**src/rtl/cnn_pkg.sv**
```systemverilog
// Shared constants, FSM state type and window offset helper for the CNN window scheduler.
package cnn_pkg;

    localparam int IMG_W_DEF = 32'd28;
    localparam int IMG_H_DEF = 32'd28;
    localparam int AW_DEF    = 32'd10;
    localparam int WIN_N     = 32'd3;
    localparam int WIN_K     = 32'd9;

    typedef enum logic [2:0] {
        ST_IDLE    = 3'd0,
        ST_WAIT    = 3'd1,
        ST_FETCH   = 3'd2,
        ST_CAP     = 3'd3,
        ST_PRESENT = 3'd4
    } win_sched_state_t;

    // Offset of window tap k from the window origin: ky*img_w + kx, built from adds only.
    function automatic int unsigned win_off(input logic [3:0] k, input int unsigned img_w);
        int unsigned off;
        case (k)
            4'd0:    off = 32'd0;
            4'd1:    off = 32'd1;
            4'd2:    off = 32'd2;
            4'd3:    off = img_w;
            4'd4:    off = img_w + 32'd1;
            4'd5:    off = img_w + 32'd2;
            4'd6:    off = img_w + img_w;
            4'd7:    off = img_w + img_w + 32'd1;
            4'd8:    off = img_w + img_w + 32'd2;
            default: off = 32'd0;
        endcase
        return off;
    endfunction

endpackage

```
**src/rtl/cnn_win_addr_gen.sv**
```systemverilog
// Window origin counters, incremental row base and tap address generation.
module cnn_win_addr_gen
    import cnn_pkg::*;
#(
    parameter int IMG_W = IMG_W_DEF,
    parameter int IMG_H = IMG_H_DEF,
    parameter int AW    = AW_DEF
) (
    input  logic          clk,
    input  logic          rst,
    input  logic          clr,
    input  logic          adv,
    input  logic [3:0]    k_sel,
    output logic [AW-1:0] addr,
    output logic [AW-1:0] fetch_lim,
    output logic          last_win
);

    localparam logic [AW-1:0] C_LAST  = AW'(IMG_W - 32'd3);
    localparam logic [AW-1:0] R_LAST  = AW'(IMG_H - 32'd3);
    localparam logic [AW-1:0] W_STEP  = AW'(IMG_W);
    localparam logic [AW-1:0] LIM_OFF = AW'(IMG_W + IMG_W + 32'd2);
    localparam logic [AW-1:0] ONE     = AW'(32'd1);

    logic [AW-1:0] r_r;
    logic [AW-1:0] c_r;
    logic [AW-1:0] row_base_r;
    logic [AW-1:0] off_s;

    assign off_s     = AW'(win_off(k_sel, IMG_W));
    assign addr      = row_base_r + c_r + off_s;
    // Bottom-right pixel of the window at the current origin; it must already be written.
    assign fetch_lim = row_base_r + c_r + LIM_OFF;
    assign last_win  = (r_r == R_LAST) && (c_r == C_LAST);

    // Origin stepping: column advance, row wrap adds one image width to the row base.
    always_ff @(posedge clk) begin
        if (rst || clr) begin
            r_r        <= {AW{1'b0}};
            c_r        <= {AW{1'b0}};
            row_base_r <= {AW{1'b0}};
        end else if (adv) begin
            if (c_r == C_LAST) begin
                c_r        <= {AW{1'b0}};
                r_r        <= r_r + ONE;
                row_base_r <= row_base_r + W_STEP;
            end else begin
                c_r <= c_r + ONE;
            end
        end
    end

endmodule

```
**src/rtl/cnn_win_sched.sv**
```systemverilog
// 3x3 window scheduler: waits for pixel data, fetches 9 bits from RAM, presents the window.
module cnn_win_sched
    import cnn_pkg::*;
#(
    parameter int IMG_W = IMG_W_DEF,
    parameter int IMG_H = IMG_H_DEF,
    parameter int AW    = AW_DEF
) (
    input  logic          clk,
    input  logic          rst,
    input  logic          frm_strt,
    input  logic [AW-1:0] wr_ptr,
    output logic          ram_rd,
    output logic [AW-1:0] ram_addr,
    input  logic          ram_dout,
    output logic [8:0]    win,
    output logic          win_vld,
    input  logic          win_rdy,
    output logic          busy,
    output logic          frm_done
);

    win_sched_state_t state_r;
    logic [3:0]       k_r;
    logic [8:0]       win_r;
    logic             win_vld_r;
    logic             ram_rd_r;
    logic [AW-1:0]    ram_addr_r;
    logic             busy_r;
    logic             frm_done_r;

    logic [3:0]       k_sel_s;
    logic [AW-1:0]    addr_s;
    logic [AW-1:0]    fetch_lim_s;
    logic             last_s;
    logic             hs_s;
    logic             wait_go_s;

    assign hs_s      = (state_r == ST_PRESENT) && win_vld_r && win_rdy;
    assign wait_go_s = fetch_lim_s < wr_ptr;

    // Tap index whose address is loaded at the next edge: tap 0 on FETCH entry, k+1 within FETCH.
    always_comb begin
        k_sel_s = 4'd0;
        if (state_r == ST_FETCH) begin
            k_sel_s = k_r + 4'd1;
        end else begin
            k_sel_s = 4'd0;
        end
    end

    cnn_win_addr_gen #(
        .IMG_W (IMG_W),
        .IMG_H (IMG_H),
        .AW    (AW)
    ) u_addr_gen (
        .clk       (clk),
        .rst       (rst),
        .clr       (frm_strt || (hs_s && last_s)),
        .adv       (hs_s && !frm_strt && !last_s),
        .k_sel     (k_sel_s),
        .addr      (addr_s),
        .fetch_lim (fetch_lim_s),
        .last_win  (last_s)
    );

    // Scheduler FSM with capture register and registered outputs; rst beats frm_strt beats handshake.
    always_ff @(posedge clk) begin
        if (rst) begin
            state_r    <= ST_IDLE;
            k_r        <= 4'd0;
            win_r      <= 9'd0;
            win_vld_r  <= 1'b0;
            ram_rd_r   <= 1'b0;
            ram_addr_r <= {AW{1'b0}};
            busy_r     <= 1'b0;
            frm_done_r <= 1'b0;
        end else if (frm_strt) begin
            state_r    <= ST_WAIT;
            k_r        <= 4'd0;
            win_r      <= 9'd0;
            win_vld_r  <= 1'b0;
            ram_rd_r   <= 1'b0;
            ram_addr_r <= {AW{1'b0}};
            busy_r     <= 1'b1;
            frm_done_r <= 1'b0;
        end else begin
            frm_done_r <= 1'b0;
            case (state_r)
                ST_IDLE: begin
                    busy_r    <= 1'b0;
                    ram_rd_r  <= 1'b0;
                    win_vld_r <= 1'b0;
                end
                ST_WAIT: begin
                    if (wait_go_s) begin
                        state_r    <= ST_FETCH;
                        k_r        <= 4'd0;
                        ram_rd_r   <= 1'b1;
                        ram_addr_r <= addr_s;
                    end
                end
                ST_FETCH: begin
                    // Read data lags the strobe by one cycle, so tap k-1 lands while tap k is read.
                    if (k_r != 4'd0) begin
                        win_r[k_r - 4'd1] <= ram_dout;
                    end
                    if (k_r == 4'd8) begin
                        state_r  <= ST_CAP;
                        ram_rd_r <= 1'b0;
                    end else begin
                        k_r        <= k_r + 4'd1;
                        ram_addr_r <= addr_s;
                    end
                end
                ST_CAP: begin
                    win_r[8]  <= ram_dout;
                    state_r   <= ST_PRESENT;
                    win_vld_r <= 1'b1;
                end
                ST_PRESENT: begin
                    if (win_rdy) begin
                        win_vld_r <= 1'b0;
                        if (last_s) begin
                            state_r    <= ST_IDLE;
                            busy_r     <= 1'b0;
                            frm_done_r <= 1'b1;
                        end else begin
                            state_r <= ST_WAIT;
                        end
                    end
                end
                default: begin
                    state_r   <= ST_IDLE;
                    busy_r    <= 1'b0;
                    ram_rd_r  <= 1'b0;
                    win_vld_r <= 1'b0;
                end
            endcase
        end
    end

    assign ram_rd   = ram_rd_r;
    assign ram_addr = ram_addr_r;
    assign win      = win_r;
    assign win_vld  = win_vld_r;
    assign busy     = busy_r;
    assign frm_done = frm_done_r;

endmodule

```
**config.mk**
```make
export PLATFORM = sky130hd
export DESIGN_NAME = cnn_win_sched
export DESIGN_NICKNAME = d
export VERILOG_FILES = /design/src/rtl/cnn_pkg.sv /design/src/rtl/cnn_win_addr_gen.sv /design/src/rtl/cnn_win_sched.sv
export SDC_FILE = /design/constraint.sdc
export NUM_CORES = 1
export LEC_CHECK = 0
export CAP_MARGIN = 20
export CORE_MARGIN = 2
export CORE_UTILIZATION = 41
export CTS_CLUSTER_SIZE = 8
export DETAILED_ROUTE_END_ITERATION = 6
export DONT_BUFFER_PORTS = 1
export PLACE_DENSITY = 0.55
export REMOVE_ABC_BUFFERS = 1
export SETUP_SLACK_MARGIN = 0.02
export SYNTH_ARGS = -nofsm -noshare
export SYNTH_HDL_FRONTEND = slang
export SYNTH_SLANG_ARGS = --single-unit
```
**constraint.sdc**
```tcl
create_clock -name clk -period 4.3 [get_ports clk]
set_input_delay 0.645 -clock clk [delete_from_list [all_inputs] [get_ports clk]]
set_output_delay 0.645 -clock clk [all_outputs]
set_load 0.01 [all_outputs]
```
== Yosys cells after proc, flatten, opt, wreduce, memory -nomap -nowiden ==
Memories as Yosys holds them, arrays and structs flattened.
Cells that the tools add are included.
Cells by class
  add/sub/neg operators: 8
  $lt $le $gt $ge: 3
  eq/ne operators: 18
  multiplexer cells: 29
  bitwise gates (word level): 5
  reduce and logical (&&, ||, !) cells: 29
Operator list (count)
  $mux W10: 3
  $add A10 B1 Y10 const B: 2
  $add A10 B10 Y10: 2
  $eq A10 B5 Y1 const B: 2
  $pmux W10 S2: 1
  $pmux W3 S5: 1
  $mux W4: 3
  $add A10 B5 Y10 const B: 1
  $add A10 B6 Y10 const B: 1
  $lt A10 B10 Y1: 1
  $mux W1: 10
  $bwmux W9: 1
  $mux W3: 3
  $mux W9: 1
  $ne A3 B3 Y1 const B: 3
  $reduce_and A3 Y1: 3
  $ne A2 B2 Y1 const B: 4
  $pmux W4 S2: 1
  $reduce_and A2 Y1: 4
  $reduce_and A4 Y1: 2
  $logic_and A1 B1 Y1: 7
  $eq A3 B2 Y1 const B: 2
  $ne A2 B1 Y1 const B: 3
  $pmux W1 S3: 2
  other kinds (19): 29
Word-level totals
  register bits: 60
  ROM bits: 96
  input bits: 15
  word-level logic and storage cells: 106
  memories: 1
Memory list
  (name not given): words 16, width 6, rd ports 1, clocked after Yosys merged registers in 0, write ports 0, line cnn_pkg.sv:21  | case (k)

== Depth between registers and ports, before layout ==
Gate-level depths: netlist of the first run.
  depth in word-level cells: 8
  depth in mapped cells: 16
  mapped depth without buffers: 15

== Cells and area by module ==
From an unflattened synthesis of the first run, not the netlist that was laid out.
Second synthesis, totals
  cell total of the unflattened synthesis: 482
  area, all modules: 3990.1 sq um
By module, submodules not included
  cnn_win_addr_gen: instances 1, cells each 261, area each 2172.1 sq um
  cnn_win_sched: instances 1, cells each 221, area each 1818.0 sq um

== Worst setup path before layout of the first run ==
No wires, ideal clock.
  kind: register -> register
  start point: register u_addr_gen.c_r[2]
  end point: register ram_addr_r[9], in the netlist ram_addr[9]
  setup time: 0.070 ns
  arrival time: 3.586 ns
  required time: 4.230 ns
  path slack: 0.644 ns
  cell stages (with the launch flop): 16
  buffers on the path: 1
  path through: dfxtp_1 > ha_1 > fa_1 > a21o_1 > a211oi_1 > nor2_1 > o41a_1 > xnor2_1 > ha_1 > a21o_1 > a21o_1 > a221oi_1 > o211ai_1 > clkbuf_1 > a21oi_1 > o2bb2ai_1
On the way
  longest elaborated chain between the ends: 5
  elaborated cells on any way between the ends: 9
  those cells by class: add/sub: 3; order compare: 1; eq/ne: 1; mux: 3; reduce/logical: 1
RTL lines
  from (decl): line cnn_win_addr_gen.sv:26  | logic [AW-1:0] c_r;
  from (signal assigned): line cnn_win_addr_gen.sv:40  | c_r <= {AW{1'b0}};
  from (signal assigned): line cnn_win_addr_gen.sv:44  | c_r <= {AW{1'b0}};
  from (signal assigned): line cnn_win_addr_gen.sv:48  | c_r <= c_r + ONE;
  $add A10 B10 Y10 (*): line cnn_win_addr_gen.sv:31, cnn_win_addr_gen.sv:33
  $add A10 B6 Y10: line cnn_win_addr_gen.sv:33  | assign fetch_lim = row_base_r + c_r + LIM_OFF;
  $lt A10 B10 Y1: line cnn_win_sched.sv:40  | assign wait_go_s = fetch_lim_s < wr_ptr;
  $ne A2 B2 Y1 (no line)
  $reduce_and A3 Y1 (no line)
  to (signal assigned): line cnn_win_sched.sv:75  | ram_addr_r <= {AW{1'b0}};
  to (signal assigned): line cnn_win_sched.sv:84  | ram_addr_r <= {AW{1'b0}};
  to (signal assigned): line cnn_win_sched.sv:100  | ram_addr_r <= addr_s;
  to (decl): line cnn_win_sched.sv:28  | logic [AW-1:0] ram_addr_r;
Mark *: on every way between the ends. The rest lies on a longest branch, timed or not. The select of a mux whose other input is x is not followed.
A chain may end at the register's enable or synchronous reset.

== Final worst setup path of the first run ==
  start point: register u_addr_gen.c_r[2]
  end point: register k_r[3]
On the way
  longest elaborated chain between the ends: 5
RTL lines
  $add A10 B10 Y10: line cnn_win_addr_gen.sv:33
  $add A10 B6 Y10: line cnn_win_addr_gen.sv:33
  $lt A10 B10 Y1: line cnn_win_sched.sv:40
  $ne A2 B2 Y1 (no line)
  $reduce_and A3 Y1 (no line)
  to (signal assigned): line cnn_win_sched.sv:112  | k_r <= k_r + 4'd1;
  to (decl): line cnn_win_sched.sv:24  | logic [3:0] k_r;
No other way between the ends.

==> results of run 1 <==
==> cell type report <==
type                            count  area (µm²)  area share, %
Clock inverter                      5        77.6           1.85
Inverter                           27         101           2.42
Clock buffer                       11         141           3.37
Multi-Input combinational cell    365        2530           60.5
Sequential cell                    58        1160           27.7
Timing Repair Buffer                5        37.5          0.895
Tap cell                          111         139           3.31
==> path summary, 6_finish.rpt <==
kind / cells after the start / start / to / slack [ns]
max: 14 / u_addr_gen.c_r[2] / k_r[3] / 0.49
min: 1 / rst / busy / 0.37
max reg2reg: 14 / u_addr_gen.c_r[2] / k_r[3] / 0.49
min reg2reg: 2 / ram_addr[1] / ram_addr[1] / 0.51
==> synthesized netlist by cell type, types with 2 or more instances <==
library cell	number	area share, %
nor2_1	60	5.8
dfxtp_1	58	30
ha_1	38	12
a21oi_1	30	3.9
inv_1	27	2.6
nand3_1	27	3.5
xor2_1	26	5.9
nand2_1	22	2.1
xnor2_1	22	5.0
o21ai_0	18	2.3
nand4_1	15	2.4
nor3_1	12	1.5
mux2i_1	10	2.6
clkbuf_1	8	0.77
a211oi_1	7	1.4
o211ai_1	7	1.4
a21o_1	6	1.2
buf_2	6	0.77
and3_1	4	0.65
nand2b_1	4	0.65
nor4b_1	4	0.90
o31ai_1	4	0.77
or3_1	4	0.65
and2_1	3	0.48
nand3b_1	3	0.58
nor2b_1	3	0.48
nor3b_1	3	0.58
and3b_1	2	0.45
fa_1	2	1.0
nand4b_1	2	0.45
nor4_1	2	0.32
o2111ai_1	2	0.45
o21a_1	2	0.39
or2_1	2	0.32
==> sequential cells by signal, summed over array words and instances (netlist names) <==
| name | count |
|---|---|
| win_vld | 1 |
| frm_done | 1 |
| state_r | 3 |
| ram_rd | 1 |
| u_addr_gen.r_r | 10 |
| u_addr_gen.c_r | 10 |
| win | 9 |
| k_r | 4 |
| ram_addr | 10 |
| busy | 1 |
| u_addr_gen.row_base_r | 8 |
==> through the flow <==
stage / setup WS (ns) / utilization [%] / std cells
after global placement: 0.298 / 42.9 / 564
after CTS: 0.160 / 45.3 / 580
after floorplan: 0.587 / - / 450
after global routing: 0.0718 / 45.6 / 582
final: 0.488 / 45.6 / 582
after detailed placement: 0.148 / 42.9 / 564
==> critical path: cells and delay by family (launching register included) <==
kind	cells	cell delay, ns
AOI/OAI and AO/OA	9	2.12
adders and majority gates	3	0.98
DFF	1	0.37
xor gates and xnor gates	1	0.14
and+or+nand+nor	1	0.10
==> what timing repair did <==
action	CTS	global route
hold buffers	0	0
setup endpoints to repair	0	15
gates resized for setup	0	3
setup buffers	0	1
==> routing by layer <==
| metal | up-vias | part of all wire (%) | GRT usage [%] |
|---|---|---|---|
| met5 | - | 0 | 0 |
| met4 | 0 | 1.1 | 5.51 |
| met3 | 6 | 2.8 | 4.28 |
| met2 | 35 | 48 | 28.2 |
| met1 | 1483 | 48 | 22.8 |
| li1 | 1641 | - | - |
==> report_power, final <==
group | leakage [nW] | internal [mW] | total (mW) | switching [mW]
Combinational | 1.13 | 0.0229 | 0.0666 | 0.0438
Clock | 0.109 | 0.340 | 0.564 | 0.224
Sequential | 0.468 | 0.542 | 0.553 | 0.0105
==> cell usage in the layout (no fill, tap or decap), types with 5 or more instances in the layout <==
master    netlist  final
a211oi_1        7      6
nand3_1        27     27
nand4_1        15     15
mux2i_1        10     10
o211ai_1        7      7
a21o_1          6      6
a21oi_1        30     30
buf_4           0      5
nor2_1         60     60
clkbuf_8        0     10
nand2_1        22     22
dfxtp_1        58     58
ha_1           38     38
o21ai_0        18     18
nor3_1         12     12
inv_1          27     27
xor2_1         26     25
xnor2_1        22     22
==> cell families (layout without fill, tap and decap cells) <==
logic type / Yosys count / in the layout
compound gates: 89 / 89
xor+xnor: 48 / 48
fa+ha+maj: 41 / 41
buf+inv: 44 / 48
flops: 58 / 58
mux: 10 / 10
simple gates: 177 / 177
==> run_results.csv, run 1 <==
group,metric,value,unit
die,floorplan.die_area,10300,µm²
setup_path,critical_path_class,"reg2reg",
clock_network,clock-sinks,58,
die,boundaryPins,38,
timing,rsz0062_at_grt,"false",
global_route,number_of_antenna_violations_at_the_first_check_in_global_routing,0,
setup_path,crit_path_top_delay_cell,"fa_1",
yosys,synth_simple_gate_area_share,23.5,%
setup_path,cp_slowest_stage_delay,0.43,ns
timing,worst_hold_slack,0.373,ns
timing,clock_skew,0.0134,ns
setup_path,critical_path_arrival,4.06,ns
global_route,grt_start_max_net_pins,29,
yosys,post_synth_inst_count,467,
clock_network,clk_latency,0.34,ns
timing,fin_crit_sh,88.6,%
pwr,report.power.total,1.18,mW
pwr,power_density,282,nW/µm²
yosys,synth_seq_cells,58,
timing,slew_headroom,34.0,%
yosys,synth_seq_area_share,29.9,%
timing,achievable-frequency,262,MHz
finish,area.growth.synth_to_final,8.10,%
global_route,remaining_global_route_overflow,0,
drt,initialDrtViolationCount,127,
clock_network,cts.path.max_buffers,2,
clock_network,clockRootBuffer,"clkbuf_8",
run,max-cap-violations,0,
finish,finish.instance_area,4190,µm²
die,placeableCoreArea,9200,µm²
drt,detail_route.wirelength,8450,µm
global_route,grt_pass1_vias,2994,
timing,setup-violations-final,0,
die,die_height,101,µm
die,number_of_placement_rows,35,
hold_path,hold_class,"in2reg",
setup_path,worstSetupEndpointType,"flop",
timing,total_negative_setup_slacks,0,ns
drt,via_per_inst,5.44,
drt,route.vias.total,3165,
yosys,synth_async_reset_ratio,0,%
drt,antenna_left,0,
setup_path,crit_chain,"ha_1 > fa_1 > a21o_1 > a211oi_1 > nor2_1 > o41a_1 > xnor2_1 > ha_1 > a21o_1 > a21o_1 > a221oi_1 > o211a_1 > o21ai_0 > a21oi_1",
setup_path,crit_path_frequent_cell,"a21o_1",
yosys,combinational_family_with_the_most_area_after_synthesis,"simple AND/OR/NAND/NOR gates",
placement,place_hpwl,6350,µm
clock_network,cts_tree,"yes",
setup_path,cp.required,4.55,ns
clock_network,cts.htree.levels,3,
yosys,netlist_area_pre_place,3880,µm²
pwr,leakagePower,1.70,nW
yosys,post_synth_num_cell_types,56,
outcome,status,"complete, no violations",
placement,dpl-instance-area,3950,µm²
pwr,ir_worst_vdd,0.160,mV
die,floorplan.die.width,101,µm
finish,drive_gt1_share,5.73,%
placement,io_buffer_count,0,
yosys,synthesis_warnings,0,
finish,diodes,0,
finish,layout.nets,521,
drt,drt-pass1-iter-count,4,
clock_network,clk_pin_slew_worst_paths,0.07,ns
clock_network,cts_made_buffers,9,
timing,finalMaxSlewViolations,0,
timing,final.min_clock_period,3.81,ns
yosys,synth-adder-area-share,13.5,%
yosys,syn_avg_cell_area,8.31,µm²
setup_path,timing.critical_path.fanout_max,11,
placement,routability_congestion_estimate,0.870,
drt,route.detailed.drc,0,
yosys,synthFlopType,"dfxtp_1",
yosys,synth_compound_gate_area_share,14.6,%
timing,timing_hold_violations_final,0,
yosys,post_synth_xor_area_fraction,10.8,%
yosys,synth_edf_count,0,
finish,fill_cells,941,
die,initial_core_util,42.2,%
drt,wl_per_cell,14.5,µm
setup_path,startpoint_type,"flop",
global_route,gr-usage-all-layers,17.4,%
timing,max_slew.worst_pin.slew,0.990,ns
global_route,grt_first_pass_wirelength,14200,µm
yosys,yosys-mux-area-fraction,2.58,%
Note: power is estimated with default switching activity, not from simulation.
==> run 2: changes to the inputs <==
Settings changed: SLEW_MARGIN set to 5.
==> results of run 2 <==
Same layout as run 1: the final DEF is identical, and so are final timing and power.
==> run 3: changes to the inputs <==
Settings changed: SETUP_SLACK_MARGIN 0.02 to 0.5.
==> run_results.csv, run 3 (synthesis results as in run 1) <==
group,metric,value,unit
drt,route.detailed.drc,0,
clock_network,cts.path.max_buffers,2,
global_route,grt_first_pass_wirelength,14500,µm
drt,met3_length,240,µm
finish,area.growth.synth_to_final,13.1,%
setup_path,path_depth,14,
placement,io_buffer_count,0,
setup_path,reg2reg_launch_point,"u_addr_gen.c_r[2]",
finish,layout.nets,530,
finish,finish.instance_area,4390,µm²
drt,route.vias.total,3230,
global_route,gr-usage-all-layers,17.8,%
drt,detail_route.wirelength,8880,µm
clock_network,clk_pin_slew_worst_paths,0.07,ns
die,placeableCoreArea,9200,µm²
setup_path,worstSetupEndpointType,"flop",
die,floorplan.die.width,101,µm
drt,initialDrtViolationCount,129,
timing,rsz0062_at_grt,"false",
timing,finalMaxSlewViolations,0,
run,max-cap-violations,0,
setup_path,cp.required,4.53,ns
finish,fill_cells,926,
die,boundaryPins,38,
setup_path,timing.critical_path.to,"state_r[1]",
timing,max_slew.worst_pin.slew,1.15,ns
clock_network,cts.htree.levels,3,
clock_network,clockRootBuffer,"clkbuf_8",
timing,final.min_clock_period,3.64,ns
drt,antenna_left,0,
placement,dpl-instance-area,3950,µm²
drt,wirelength_met1,4210,µm
setup_path,timing.critical_path.fanout_max,7,
setup_path,reg2regPathDepth,14,
setup_path,startpoint,"u_addr_gen.c_r[2]",
setup_path,r2r_setup_slack,0.66,ns
setup_path,r2r-end,"state_r[1]",
setup_path,cp_slowest_stage_delay,0.42,ns
clock_network,clk_latency,0.34,ns
pwr,power_density,273,nW/µm²
die,die_height,101,µm
drt,drt-pass1-iter-count,4,
timing,fin_crit_sh,84.7,%
timing,setup-violations-final,0,
global_route,remaining_global_route_overflow,0,
outcome,status,"complete, no violations",
hold_path,hold_class,"in2reg",
setup_path,crit_path_top_delay_cell,"fa_2",
pwr,ir_worst_vdd,0.160,mV
drt,top_signal_layer_used,"met4",
timing,slew_headroom,23.6,%
pwr,leakagePower,1.75,nW
finish,mostFrequentLayoutCells,"nor2_1 (58), dfxtp_1 (54), ha_1 (35), a21oi_1 (28)",
finish,finish.utilization,47.7,%
finish,diodes,0,
die,number_of_placement_rows,35,
drt,via_per_inst,5.47,
timing,total_negative_setup_slacks,0,ns
setup_path,startpoint_type,"flop",
clock_network,cts_tree,"yes",
timing,worst_hold_slack,0.370,ns
clock_network,cts_made_buffers,9,
global_route,grt_pass1_vias,3030,
global_route,grt_start_max_net_pins,29,
timing,clock_skew,0.0139,ns
setup_path,crit_chain,"ha_2 > fa_2 > a211oi_4 > nor2_4 > nor2_2 > o41a_1 > xnor2_2 > ha_1 > a21o_1 > a21o_1 > a221oi_4 > buf_4 > o21ai_1 > a2111oi_2",
timing,timing_hold_violations_final,0,
finish,mostFrequentLayoutCell,"nor2_1",
setup_path,worstPathBufferInverterCount,1,
die,initial_core_util,42.2,%
clock_network,clock-sinks,58,
timing,achievable-frequency,275,MHz
setup_path,critical_path_class,"reg2reg",
die,floorplan.die_area,10300,µm²
drt,wl_per_cell,15.0,µm
setup_path,critical_path_arrival,3.87,ns
global_route,number_of_antenna_violations_at_the_first_check_in_global_routing,0,
placement,place_hpwl,6350,µm
setup_path,critical-path-top-delay-family,"compound AO/OA/AOI/OAI gates",
finish,drive_gt1_share,12.1,%
setup_path,crit_path_frequent_cell,"a21o_1",
drt,dr_wl_met2,4360,µm
placement,routability_congestion_estimate,0.870,
run 3: cell types whose count changed in the layout (fill, tap and decap cells not counted), moves of 2 or more:
cell     previous run  this run
buf_4               5        12
dfxtp_1            58        54
dfxtp_2             0         3
ha_1               38        35
a21oi_1            30        28
a21oi_2             0         2
ha_2                0         2
nor2_1             60        58
nor3b_1             3         1
nor3b_2             0         2
xnor2_1            22        20
xnor2_2             0         2
run 3: layout make-up:
type / count / area, µm² / share of cell area (%)
clock buffer: 11 / 141 / 3.22
clock inverter: 5 / 77.6 / 1.77
inverter: 27 / 101 / 2.31
multi-input combinational: 366 / 2660 / 60.7
sequential: 58 / 1170 / 26.6
tap: 111 / 139 / 3.17
timing repair buffer: 13 / 95.1 / 2.17
run 3: routing by layer:
| layer | vias up | global-route usage [%] |
|---|---|---|
| met2 | 47 | 29.2 |
| met1 | 1512 | 23.2 |
| met3 | 6 | 4.42 |
| met4 | 0 | 5.20 |
| met5 | - | 0 |
| li1 | 1665 | - |
run 3: what timing repair did:
action | in CTS | in global routing
setup endpoints to repair | 15 | 17
gates resized for setup | 3 | 30
pin swaps | 2 | 10
gates cloned | 1 | 1
setup buffers | 3 | 6
hold buffers | 0 | 0
run 3: how the worst min path moves through the flow:
stage,startpoint,to,slack (ns),cells after the start
final,rst,busy,0.37,1
after global routing,rst,busy,0.34,1
after CTS,rst,busy,0.35,1
after detailed placement,ram_addr[1],ram_addr[1],0.51,2
after global placement,ram_addr[1],ram_addr[1],0.50,2
after floorplan,u_addr_gen.r_r[9],u_addr_gen.r_r[9],0.48,2
run 3: metrics by stage:
step                      instances  power (mW)  worst slack, ns
after floorplan                 450       0.611            0.587
after global placement          564       0.628            0.298
after detailed placement        564       0.630            0.148
after CTS                       584        1.21            0.531
after global routing            591        1.25            0.429
final                           591        1.20            0.658
run 3: report_power, final:
| group | internal [mW] | total (mW) | switching, mW |
|---|---|---|---|
| sequential | 0.542 | 0.552 | 0.0107 |
| clock | 0.340 | 0.567 | 0.226 |
| combinational | 0.0284 | 0.0776 | 0.0492 |
